===== src/rtl/lc3_control_fsm.sv =====
// LC-3 control sequencer for the operate subset, LEA, BR and TRAP x25: owns IR/NZP and
// Moore-decodes datapath controls from the registered state and IR.
module lc3_control_fsm #(
  parameter int WAIT_LIMIT      = 15,
  parameter bit HALT_ON_ILLEGAL = 1'b1
) (
  input  logic        i_CLK,
  input  logic        i_Reset,
  input  logic        i_Run,
  input  logic        i_MemR,
  input  logic [15:0] i_bus,
  output logic        o_MemEn,
  output logic        o_LD_MAR,
  output logic        o_LD_MDR,
  output logic        o_LD_IR,
  output logic        o_LD_PC,
  output logic        o_LD_REG,
  output logic        o_LD_CC,
  output logic        o_GatePC,
  output logic        o_GateMDR,
  output logic        o_GateALU,
  output logic        o_GateMARMUX,
  output logic [1:0]  o_PCMUX,
  output logic        o_ADDR1MUX,
  output logic [1:0]  o_ADDR2MUX,
  output logic        o_MARMUX,
  output logic [1:0]  o_ALUK,
  output logic [1:0]  o_SR1MUX,
  output logic [1:0]  o_DRMUX,
  output logic [15:0] o_IR,
  output logic [2:0]  o_NZP,
  output logic        o_Halted,
  output logic        o_Error,
  output logic [3:0]  o_State
);

  typedef enum logic [3:0] {
    S_IDLE      = 4'd0,
    S_FETCH_MAR = 4'd1,
    S_FETCH_MEM = 4'd2,
    S_FETCH_IR  = 4'd3,
    S_DECODE    = 4'd4,
    S_EXE_ALU   = 4'd5,
    S_EXE_LEA   = 4'd6,
    S_BR_TAKE   = 4'd7,
    S_HALT      = 4'd8,
    S_ERR       = 4'd9
  } state_t;

  localparam logic [3:0] OP_BR   = 4'b0000;
  localparam logic [3:0] OP_ADD  = 4'b0001;
  localparam logic [3:0] OP_AND  = 4'b0101;
  localparam logic [3:0] OP_NOT  = 4'b1001;
  localparam logic [3:0] OP_LEA  = 4'b1110;
  localparam logic [3:0] OP_TRAP = 4'b1111;
  localparam logic [7:0] WAIT_MAX = 8'(WAIT_LIMIT);

  state_t      state;
  state_t      state_nxt;
  state_t      next_instr;
  logic [15:0] ir;
  logic [2:0]  nzp;
  logic [7:0]  wait_cnt;
  logic [3:0]  opcode;
  logic        ben;

  assign opcode     = ir[15:12];
  assign ben        = |(ir[11:9] & nzp);
  assign next_instr = i_Run ? S_FETCH_MAR : S_IDLE;

  always_ff @(posedge i_CLK or negedge i_Reset) begin
    if (!i_Reset) begin
      state    <= S_IDLE;
      ir       <= 16'h0000;
      nzp      <= 3'b010;
      wait_cnt <= 8'd0;
    end else begin
      state <= state_nxt;
      if (o_LD_IR) ir <= i_bus;
      if (o_LD_CC) begin
        if (i_bus[15])          nzp <= 3'b100;
        else if (i_bus == 16'h0) nzp <= 3'b010;
        else                    nzp <= 3'b001;
      end
      // Counter only runs while stalled on memory; any other cycle clears it.
      if (state == S_FETCH_MEM && !i_MemR) wait_cnt <= wait_cnt + 8'd1;
      else                                 wait_cnt <= 8'd0;
    end
  end

  always_comb begin
    state_nxt = state;
    case (state)
      S_IDLE:      if (i_Run) state_nxt = S_FETCH_MAR;
      S_FETCH_MAR: state_nxt = S_FETCH_MEM;
      S_FETCH_MEM: begin
        if (i_MemR)                             state_nxt = S_FETCH_IR;
        else if (wait_cnt == WAIT_MAX - 8'd1)   state_nxt = S_ERR;
      end
      S_FETCH_IR:  state_nxt = S_DECODE;
      S_DECODE: begin
        case (opcode)
          OP_ADD, OP_AND, OP_NOT: state_nxt = S_EXE_ALU;
          OP_LEA:                 state_nxt = S_EXE_LEA;
          OP_BR:                  state_nxt = ben ? S_BR_TAKE : next_instr;
          OP_TRAP: begin
            if (ir[7:0] == 8'h25)     state_nxt = S_HALT;
            else if (HALT_ON_ILLEGAL) state_nxt = S_HALT;
            else                      state_nxt = next_instr;
          end
          default:                state_nxt = HALT_ON_ILLEGAL ? S_HALT : next_instr;
        endcase
      end
      S_EXE_ALU, S_EXE_LEA, S_BR_TAKE: state_nxt = next_instr;
      S_HALT:      state_nxt = S_HALT;
      S_ERR:       state_nxt = S_ERR;
      default:     state_nxt = S_IDLE;
    endcase
  end

  always_comb begin
    o_MemEn      = 1'b0;
    o_LD_MAR     = 1'b0;
    o_LD_MDR     = 1'b0;
    o_LD_IR      = 1'b0;
    o_LD_PC      = 1'b0;
    o_LD_REG     = 1'b0;
    o_LD_CC      = 1'b0;
    o_GatePC     = 1'b0;
    o_GateMDR    = 1'b0;
    o_GateALU    = 1'b0;
    o_GateMARMUX = 1'b0;
    o_PCMUX      = 2'b00;
    o_ADDR1MUX   = 1'b0;
    o_ADDR2MUX   = 2'b00;
    o_MARMUX     = 1'b0;
    o_ALUK       = 2'b00;
    o_SR1MUX     = 2'b00;
    o_DRMUX      = 2'b00;
    case (state)
      S_FETCH_MAR: begin
        o_GatePC = 1'b1;
        o_LD_MAR = 1'b1;
        o_LD_PC  = 1'b1;
      end
      S_FETCH_MEM: begin
        o_MemEn  = 1'b1;
        o_LD_MDR = 1'b1;
      end
      S_FETCH_IR: begin
        o_GateMDR = 1'b1;
        o_LD_IR   = 1'b1;
      end
      S_EXE_ALU: begin
        o_GateALU = 1'b1;
        o_LD_REG  = 1'b1;
        o_LD_CC   = 1'b1;
        o_SR1MUX  = 2'b01;
        if (opcode == OP_AND)      o_ALUK = 2'b01;
        else if (opcode == OP_NOT) o_ALUK = 2'b10;
      end
      S_EXE_LEA: begin
        o_GateMARMUX = 1'b1;
        o_MARMUX     = 1'b1;
        o_ADDR2MUX   = 2'b10;
        o_LD_REG     = 1'b1;
      end
      S_BR_TAKE: begin
        o_LD_PC    = 1'b1;
        o_PCMUX    = 2'b10;
        o_ADDR2MUX = 2'b10;
      end
      default: ;
    endcase
  end

  assign o_IR     = ir;
  assign o_NZP    = nzp;
  assign o_Halted = (state == S_HALT);
  assign o_Error  = (state == S_ERR);
  assign o_State  = state;

endmodule


===== config.mk =====
export PLATFORM = sky130hd
export DESIGN_NAME = lc3_control_fsm
export DESIGN_NICKNAME = d
export VERILOG_FILES = /design/src/rtl/lc3_control_fsm.sv
export SDC_FILE = /design/constraint.sdc
export NUM_CORES = 1
export LEC_CHECK = 0
export ABC_CLOCK_PERIOD_IN_PS = 2500
export CAP_MARGIN = 40
export CORE_ASPECT_RATIO = 0.75
export CORE_MARGIN = 3
export CORE_UTILIZATION = 30
export DETAILED_ROUTE_END_ITERATION = 8
export GPL_TIMING_DRIVEN = 1
export PLACE_DENSITY = 0.7
export REMOVE_ABC_BUFFERS = 1
export SLEW_MARGIN = 20
export SYNTH_ARGS = -nofsm -noshare
export SYNTH_HDL_FRONTEND = slang
export SYNTH_SLANG_ARGS = --single-unit

===== constraint.sdc =====
create_clock -name i_CLK -period 2.5 [get_ports i_CLK]
set_clock_uncertainty 0.2 [all_clocks]
set_input_delay 0.625 -clock i_CLK [delete_from_list [all_inputs] [get_ports i_CLK]]
set_output_delay 0.625 -clock i_CLK [all_outputs]
set_load 0.01 [all_outputs]

==> metrics.txt, run 1 <==
type of the worst setup path=reg2out; dpl cells=285; Async SR Flop Fraction=100%; Top Layer Used=met4; NetSw=933 uW; Seq/Total Area, Yosys=47.5%; H-tree Lvls=2; RSZ-0062 raised after global routing=true; Switching Fraction=35.3%; Cell Chain, Critical Path=nand2b_4, nand2b_1, or3b_4, nor3b_2, buf_2; Num CTS Buffers=5; Synth Flop Type=dfrtp_1; share of layout cells above drive strength 1=22.5%; final setup violation count=0; GRT Total Usage=12.6%; FMAX=404 MHz; CP startpoint kind=register; Setup crit start=o_State[1]$_DFFE_PN0P_; combinational share of power=53.5%; worst vdd ir=~0.62 mV; final WL=3.97 mm; routed length on met1=roughly 2 mm; # fillers=513; routed length on met3=~290 um; LEAKAGE=about 1.1 nW; slew margin rel.=65.3%; Starting DRT DRC Count=41; Die Y=70.0 um; fraction of power consumed by the clock network=14.5%; Finished Layout Cells=294; Via density=4.65; top fanout value on the critical path=2; Tmin final=2.47 ns; initial antenna violation count=0; final period utilization=slightly below 100%; drt drc=0; area growth from synthesis to layout=47.6%; CTS max path bufs=2; vias=1366; hold wc startpoint=o_IR[4]$_DFFE_PN0P_; site row count=22; Mean Syn Cell Area=10.8 um2; clk_lat worst skew=0.28 ns; drt pass-1 iters=4; ant diodes=0; power density cells=approximately 1100 nW/um2; TritonCTS clock tree=built; slowest CP cell=or3b_4; gp weighted congestion=0.739; r2r startpoint=wait_cnt[0]$_DFF_PN0_; full die area=~6400 um2; DP Area=between 2000 and 2500 um2; fin nets=243; status=completed; met2 routed WL=1.69 mm; crit end category=output pin; num ports=68; Post-synth EDFFs=0; Sink Count=31; CP peak stage delay=~0.4 ns; Starting Density=32.3%; Die Width=approximately 91 um; Final Cell Area=2410 um2; final core occ=47.7%; Mapped Cells=between 150 and 200; largest net degree at the start of global routing=32; vias in the first global route=between 1k and 1.5k; worst hold-check path type=reg2reg; global route total overflow=0; Pwr Total=2.65 mW; Antenna Nets Post-Route=0; register share of total power=32.0%; Synthesis Warnings=0; first-pass GRT wire length=between 6 and 7 mm; WP data required=1.67 ns; Slew @ Worst Pin=0.519 ns; Reg clk slew, reported paths=~0.070 ns; Pins Over Slew Limit=0; CTS hold repair buffers=0; Fin Hold WS=0.307 ns; final hold vios=0; clk root buf=clkbuf_8; internal power=1.71 mW; WL/cell=13.5 um; PortBufs=between 60 and 70; CORE AREA=5060 um2; FF+latch count, synth=31; crit path DAT=roughly 1.7 ns; Distinct cells, synth=41; Synth Cell Area=1640 um2; MaxCap Viol Count=0; hpwl dp=around 3.1 mm
==> cell type report <==
class                   count  area, um2  share of cell area (%)
repair buffers             76        696                    28.8
inverters                   3       11.3                   0.466
multi-input cells         104        756                    31.3
clock buffers               6       72.6                    3.01
well taps                  72       90.1                    3.73
clock inverters             2       12.5                   0.518
flip-flops and latches     31        777                    32.2
==> timing repair <==
action,CTS,global route
gates resized for setup,24,4
buffers inserted,0,1
setup endpoints to repair,17,5
==> path summary, 6_finish.rpt <==
path                                     endpoint  slack (ns)  cells past startpoint
hold / removal                o_IR[4]$_DFFE_PN0P_        0.31                      1
hold reg to reg               o_IR[4]$_DFFE_PN0P_        0.31                      1
setup reg to reg           o_State[0]$_DFFE_PN0P_        0.52                      6
setup / recovery                        o_ALUK[0]        0.03                      5
max in group asynchronous    o_NZP[1]$_DFFE_PN1P_        1.24                      2
min in group asynchronous     o_IR[3]$_DFFE_PN0P_        0.53                      2
==> metrics by stage <==
stage                     setup WS (ns)  setup TNS, ns
after detailed placement         -0.143         -0.254
after CTS                       -0.0380        -0.0502
after global routing            -0.0501        -0.0885
final                            0.0261              0
after floorplan                  0.0760              0
after global placement           -0.102         -0.184
==> per-layer routing <==
metal / GRT usage [%] / vias to the layer above
met5: 0 / -
met4: 4.52 / 0
met3: 5.06 / 7
met2: 18.1 / 43
met1: 17.1 / 655
li1: - / 661
==> synthesized netlist by cell type (2+ instances only) <==
library cell / instances / share of area, %
buf_4: 12 / 5.5
nand4_1: 3 / 1.1
o21ai_0: 5 / 1.5
nor2_1: 12 / 2.8
ha_1: 2 / 1.5
nor3b_2: 2 / 1.5
nand3b_1: 3 / 1.4
nand2_1: 8 / 1.8
inv_1: 3 / 0.69
xor2_1: 4 / 2.1
a21oi_1: 3 / 0.92
buf_2: 5 / 1.5
nor4_1: 4 / 1.5
dfrtp_1: 30 / 46
a22o_1: 2 / 1.1
nand3_1: 4 / 1.2
mux2_2: 17 / 12
nand2b_1: 5 / 1.9
nor3b_1: 2 / 0.92
or3_1: 2 / 0.76
nor3_1: 3 / 0.92
==> sequential cells by signal, indices dropped and copies added (netlist names) <==
signal / cells
o_State: 4
wait_cnt: 8
o_NZP: 3
o_IR: 16
==> cell families after synthesis <==
family / Yosys count / synth area share, %
xor gates and xnor gates: 5 / 2.68
other: 1 / 0.229
buffers and inverters: 21 / 7.95
muxes: 18 / 12.3
and+or+nand+nor: 57 / 21.3
AOI/OAI and AO/OA: 16 / 6.58
adders and majority gates: 2 / 1.53
DFF: 31 / 47.5
==> power groups by stage <==
stage	combinational, mW	sequential, mW	clock, mW
floorplan	0.508	0.974	0
global placement	1.46	0.843	0
detailed placement	1.47	0.853	0
CTS	1.42	0.845	0.398
global route	1.54	0.879	0.420
finish	1.42	0.846	0.383
==> worst max-delay path: cells and delay by family, from the launching register on <==
| family | cells | cell delay (ns) |
|---|---|---|
| flip-flops | 1 | 0.37 |
| AND/OR/NAND/NOR | 4 | 0.85 |
| buffers and inverters | 1 | 0.15 |
==> layout by cell type (no fill, tap or decap), drive strengths merged, types with 6 or more instances in the layout <==
cell type,netlist,final
nor2,12,12
dfrtp,30,30
dlygate4sd2,0,14
clkdlybuf4s50,0,42
mux2,17,17
buf,17,17
conb,1,6
clkbuf,1,7
nand2,8,8
Power figures use the tool's default switching activity.
==> run 2: changes to the inputs <==
ABC_CLOCK_PERIOD_IN_PS = 2300   (was 2500)
clock period = 2.3 ns   (was 2.5 ns; I/O delays follow)
==> run 2 against run 1 <==
  * The run now ends with setup timing left
  * Clock-buffer cell count unchanged
  * First-iteration DRC count up 22%
  * Global-route usage up 0.40 points
  * Non-clock buffer count up 2
  * Sequential share of layout area down 0.48 points
  * Hold slack worse by 0.0086 ns
  * Combinational power up 16%
  * Register-to-register slack worse by 0.18 ns
  * Largest cell class is now multi-input gates
  * Largest power group unchanged
==> metrics.txt, run 2 (synthesis results as in run 1) <==
status=finished, violations left; failing checks=setup timing; total negative setup slack=-0.221 ns (-0.221 ns); hold wc startpoint=o_NZP[1]$_DFFE_PN1P_; full die area=6390 um2 (unchanged); crit path DAT=1.63 ns (-0.02 ns); internal power=1.93 mW (+13%); global route total overflow=0 (unchanged); vias in the first global route=1348 (+3.5%); Num CTS Buffers=5 (unchanged); first-pass GRT wire length=6.72 mm (+4.8%); final hold vios=0 (unchanged); WL/cell=13.4 um (-0.85%); clk_lat worst skew=0.28 ns (about the same); Die Width=91.3 um (unchanged); gp weighted congestion=0.746 (+0.96%); Pwr Total=2.98 mW (+13%); TritonCTS clock tree=built; PortBufs=61 (unchanged); CORE AREA=5060 um2 (unchanged); Hold EP=o_NZP[1]$_DFFE_PN1P_; max reg flops=16 (unchanged); Reg-to-Reg End=o_State[3]$_DFFE_PN0P_; GRT Total Usage=13.1% (+0.40 points); worst hold stages=2 (+1); Final Cell Area=2450 um2 (+1.5%); fraction of power consumed by the clock network=13.8% (-0.7 points); fin nets=245 (+0.82%); Sink Count=31 (unchanged); crit end category=output pin; share of layout cells above drive strength 1=27.7% (+5.2 points); most common cell after layout, fill and taps aside=clkdlybuf4s50_1; Via density=4.58 (-1.5%); Die Y=70.0 um (unchanged); hpwl dp=3.06 mm (-1.6%); num ports=68 (unchanged); Reg2Reg Depth=6 (unchanged); final period utilization=104%; drt drc=0 (unchanged); CP startpoint kind=register; DP Area=2350 um2 (+0.32%); Pins Over Slew Limit=0 (unchanged); flop2flop setup slack=0.34 ns (-0.18 ns); WP data required=1.52 ns (-0.15 ns); most frequent cells in the layout=clkdlybuf4s50_1 (42), dfrtp_1 (30), mux2_2 (17); Starting Density=32.3% (unchanged); power density cells=1220 nW/um2 (+11%); H-tree Lvls=2 (unchanged); Starting DRT DRC Count=50 (+22%); vias=1355 (-0.81%); r2r startpoint=wait_cnt[0]$_DFF_PN0_; combinational share of power=55.4% (+1.9 points); register share of total power=30.8% (-1.2 points); NetSw=1.06 mW (+13%); Setup WS pre-CTS=-0.289 ns (-0.146 ns); LEAKAGE=1.08 nW (-2.0%); area growth from synthesis to layout=49.8%; largest net degree at the start of global routing=32 (unchanged); MaxCap Viol Count=0 (unchanged); top fanout value on the critical path=2 (unchanged); initial antenna violation count=0 (unchanged); Antenna Nets Post-Route=0 (unchanged); Switching Fraction=35.4% (+0.12 points); Tmin final=2.40 ns; CTS max path bufs=2 (unchanged); type of the worst setup path=reg2out; site row count=22 (unchanged); worst vdd ir=0.611 mV (-1.4%); drt pass-1 iters=4 (unchanged); FMAX=416 MHz; CTS hold repair buffers=0 (unchanged); Finished Layout Cells=296 (+0.68%); RSZ-0062 raised after global routing=true; dpl cells=286 (+0.35%); clk root buf=clkbuf_8; Setup WS post-layout=-0.103 ns (-0.129 ns); final setup violation count=3 (+3); Reg clk slew, reported paths=0.07 ns (about the same); worst hold-check path type=reg2reg; ant diodes=0 (unchanged); final WL=3.97 mm (-0.18%)
run 2: cell count changes in the layout (fill, tap and decap cells not counted), sizes merged:
| cell | delta |
|---|---|
| buf | +3 |
| clkbuf | +5 |
| dlymetal6s2s | -2 |
| clkdlybuf4s15 | +4 |
| dlygate4sd2 | -8 |
run 2: area by class of cell:
class / count / area (um2)
Fill cell: 490 / 2610
Multi-Input combinational cell: 104 / 788
Sequential cell: 31 / 777
Timing Repair Buffer: 78 / 699
Tap cell: 72 / 90.1
Clock buffer: 6 / 72.6
Clock inverter: 2 / 12.5
Inverter: 3 / 11.3
run 2: power groups by stage:
stage | registers [mW] | clock network, mW | logic, mW
final | 0.917 | 0.413 | 1.65
after global routing | 0.952 | 0.448 | 1.78
after CTS | 0.919 | 0.420 | 1.62
after detailed placement | 0.920 | 0 | 1.62
after global placement | 0.909 | 0 | 1.61
after floorplan | 1.06 | 0 | 0.552
run 2: routing by layer:
layer / wire length, um / global-route usage (%)
met1: 1920 / 17.9
met2: 1740 / 19.4
met3: 270 / 4.95
met4: 34 / 3.01
met5: 0 / 0
run 2: timing repair:
action / CTS / global route
gates resized for setup: 36 / 20
setup buffers: 0 / 2
endpoints found under the setup margin: 19 / 13
pin swaps: 1 / 1
run 2: stage by stage:
stage | utilization [%] | hold slack [ns]
6_report | 48.4 | 0.299
3_5_place_dp | 46.4 | 0.287
2_1_floorplan | - | 0.0794
5_1_grt | 48.4 | 0.337
3_3_place_gp | 46.4 | 0.284
4_1_cts | 48.1 | 0.297
run 2: critical path, stage by stage, from the launching register on:
cell and delay [ns]:
dfrtp_1 0.37, and2b_2 0.24, nand2b_4 0.06, or3b_4 0.38, nor3b_2 0.16, buf_2 0.15
run 2: worst max-delay path by stage:
stage                                      start   endpoint  slack, ns
final                     o_State[3]$_DFFE_PN0P_  o_ALUK[1]      -0.10
after global routing      o_State[3]$_DFFE_PN0P_  o_ALUK[1]      -0.17
after global placement    o_State[1]$_DFFE_PN0P_  o_ALUK[0]      -0.25
after detailed placement  o_State[1]$_DFFE_PN0P_  o_ALUK[0]      -0.29
after CTS                 o_State[3]$_DFFE_PN0P_  o_ALUK[1]      -0.11
after floorplan           o_State[3]$_DFFE_PN0P_  o_ALUK[0]      -0.07
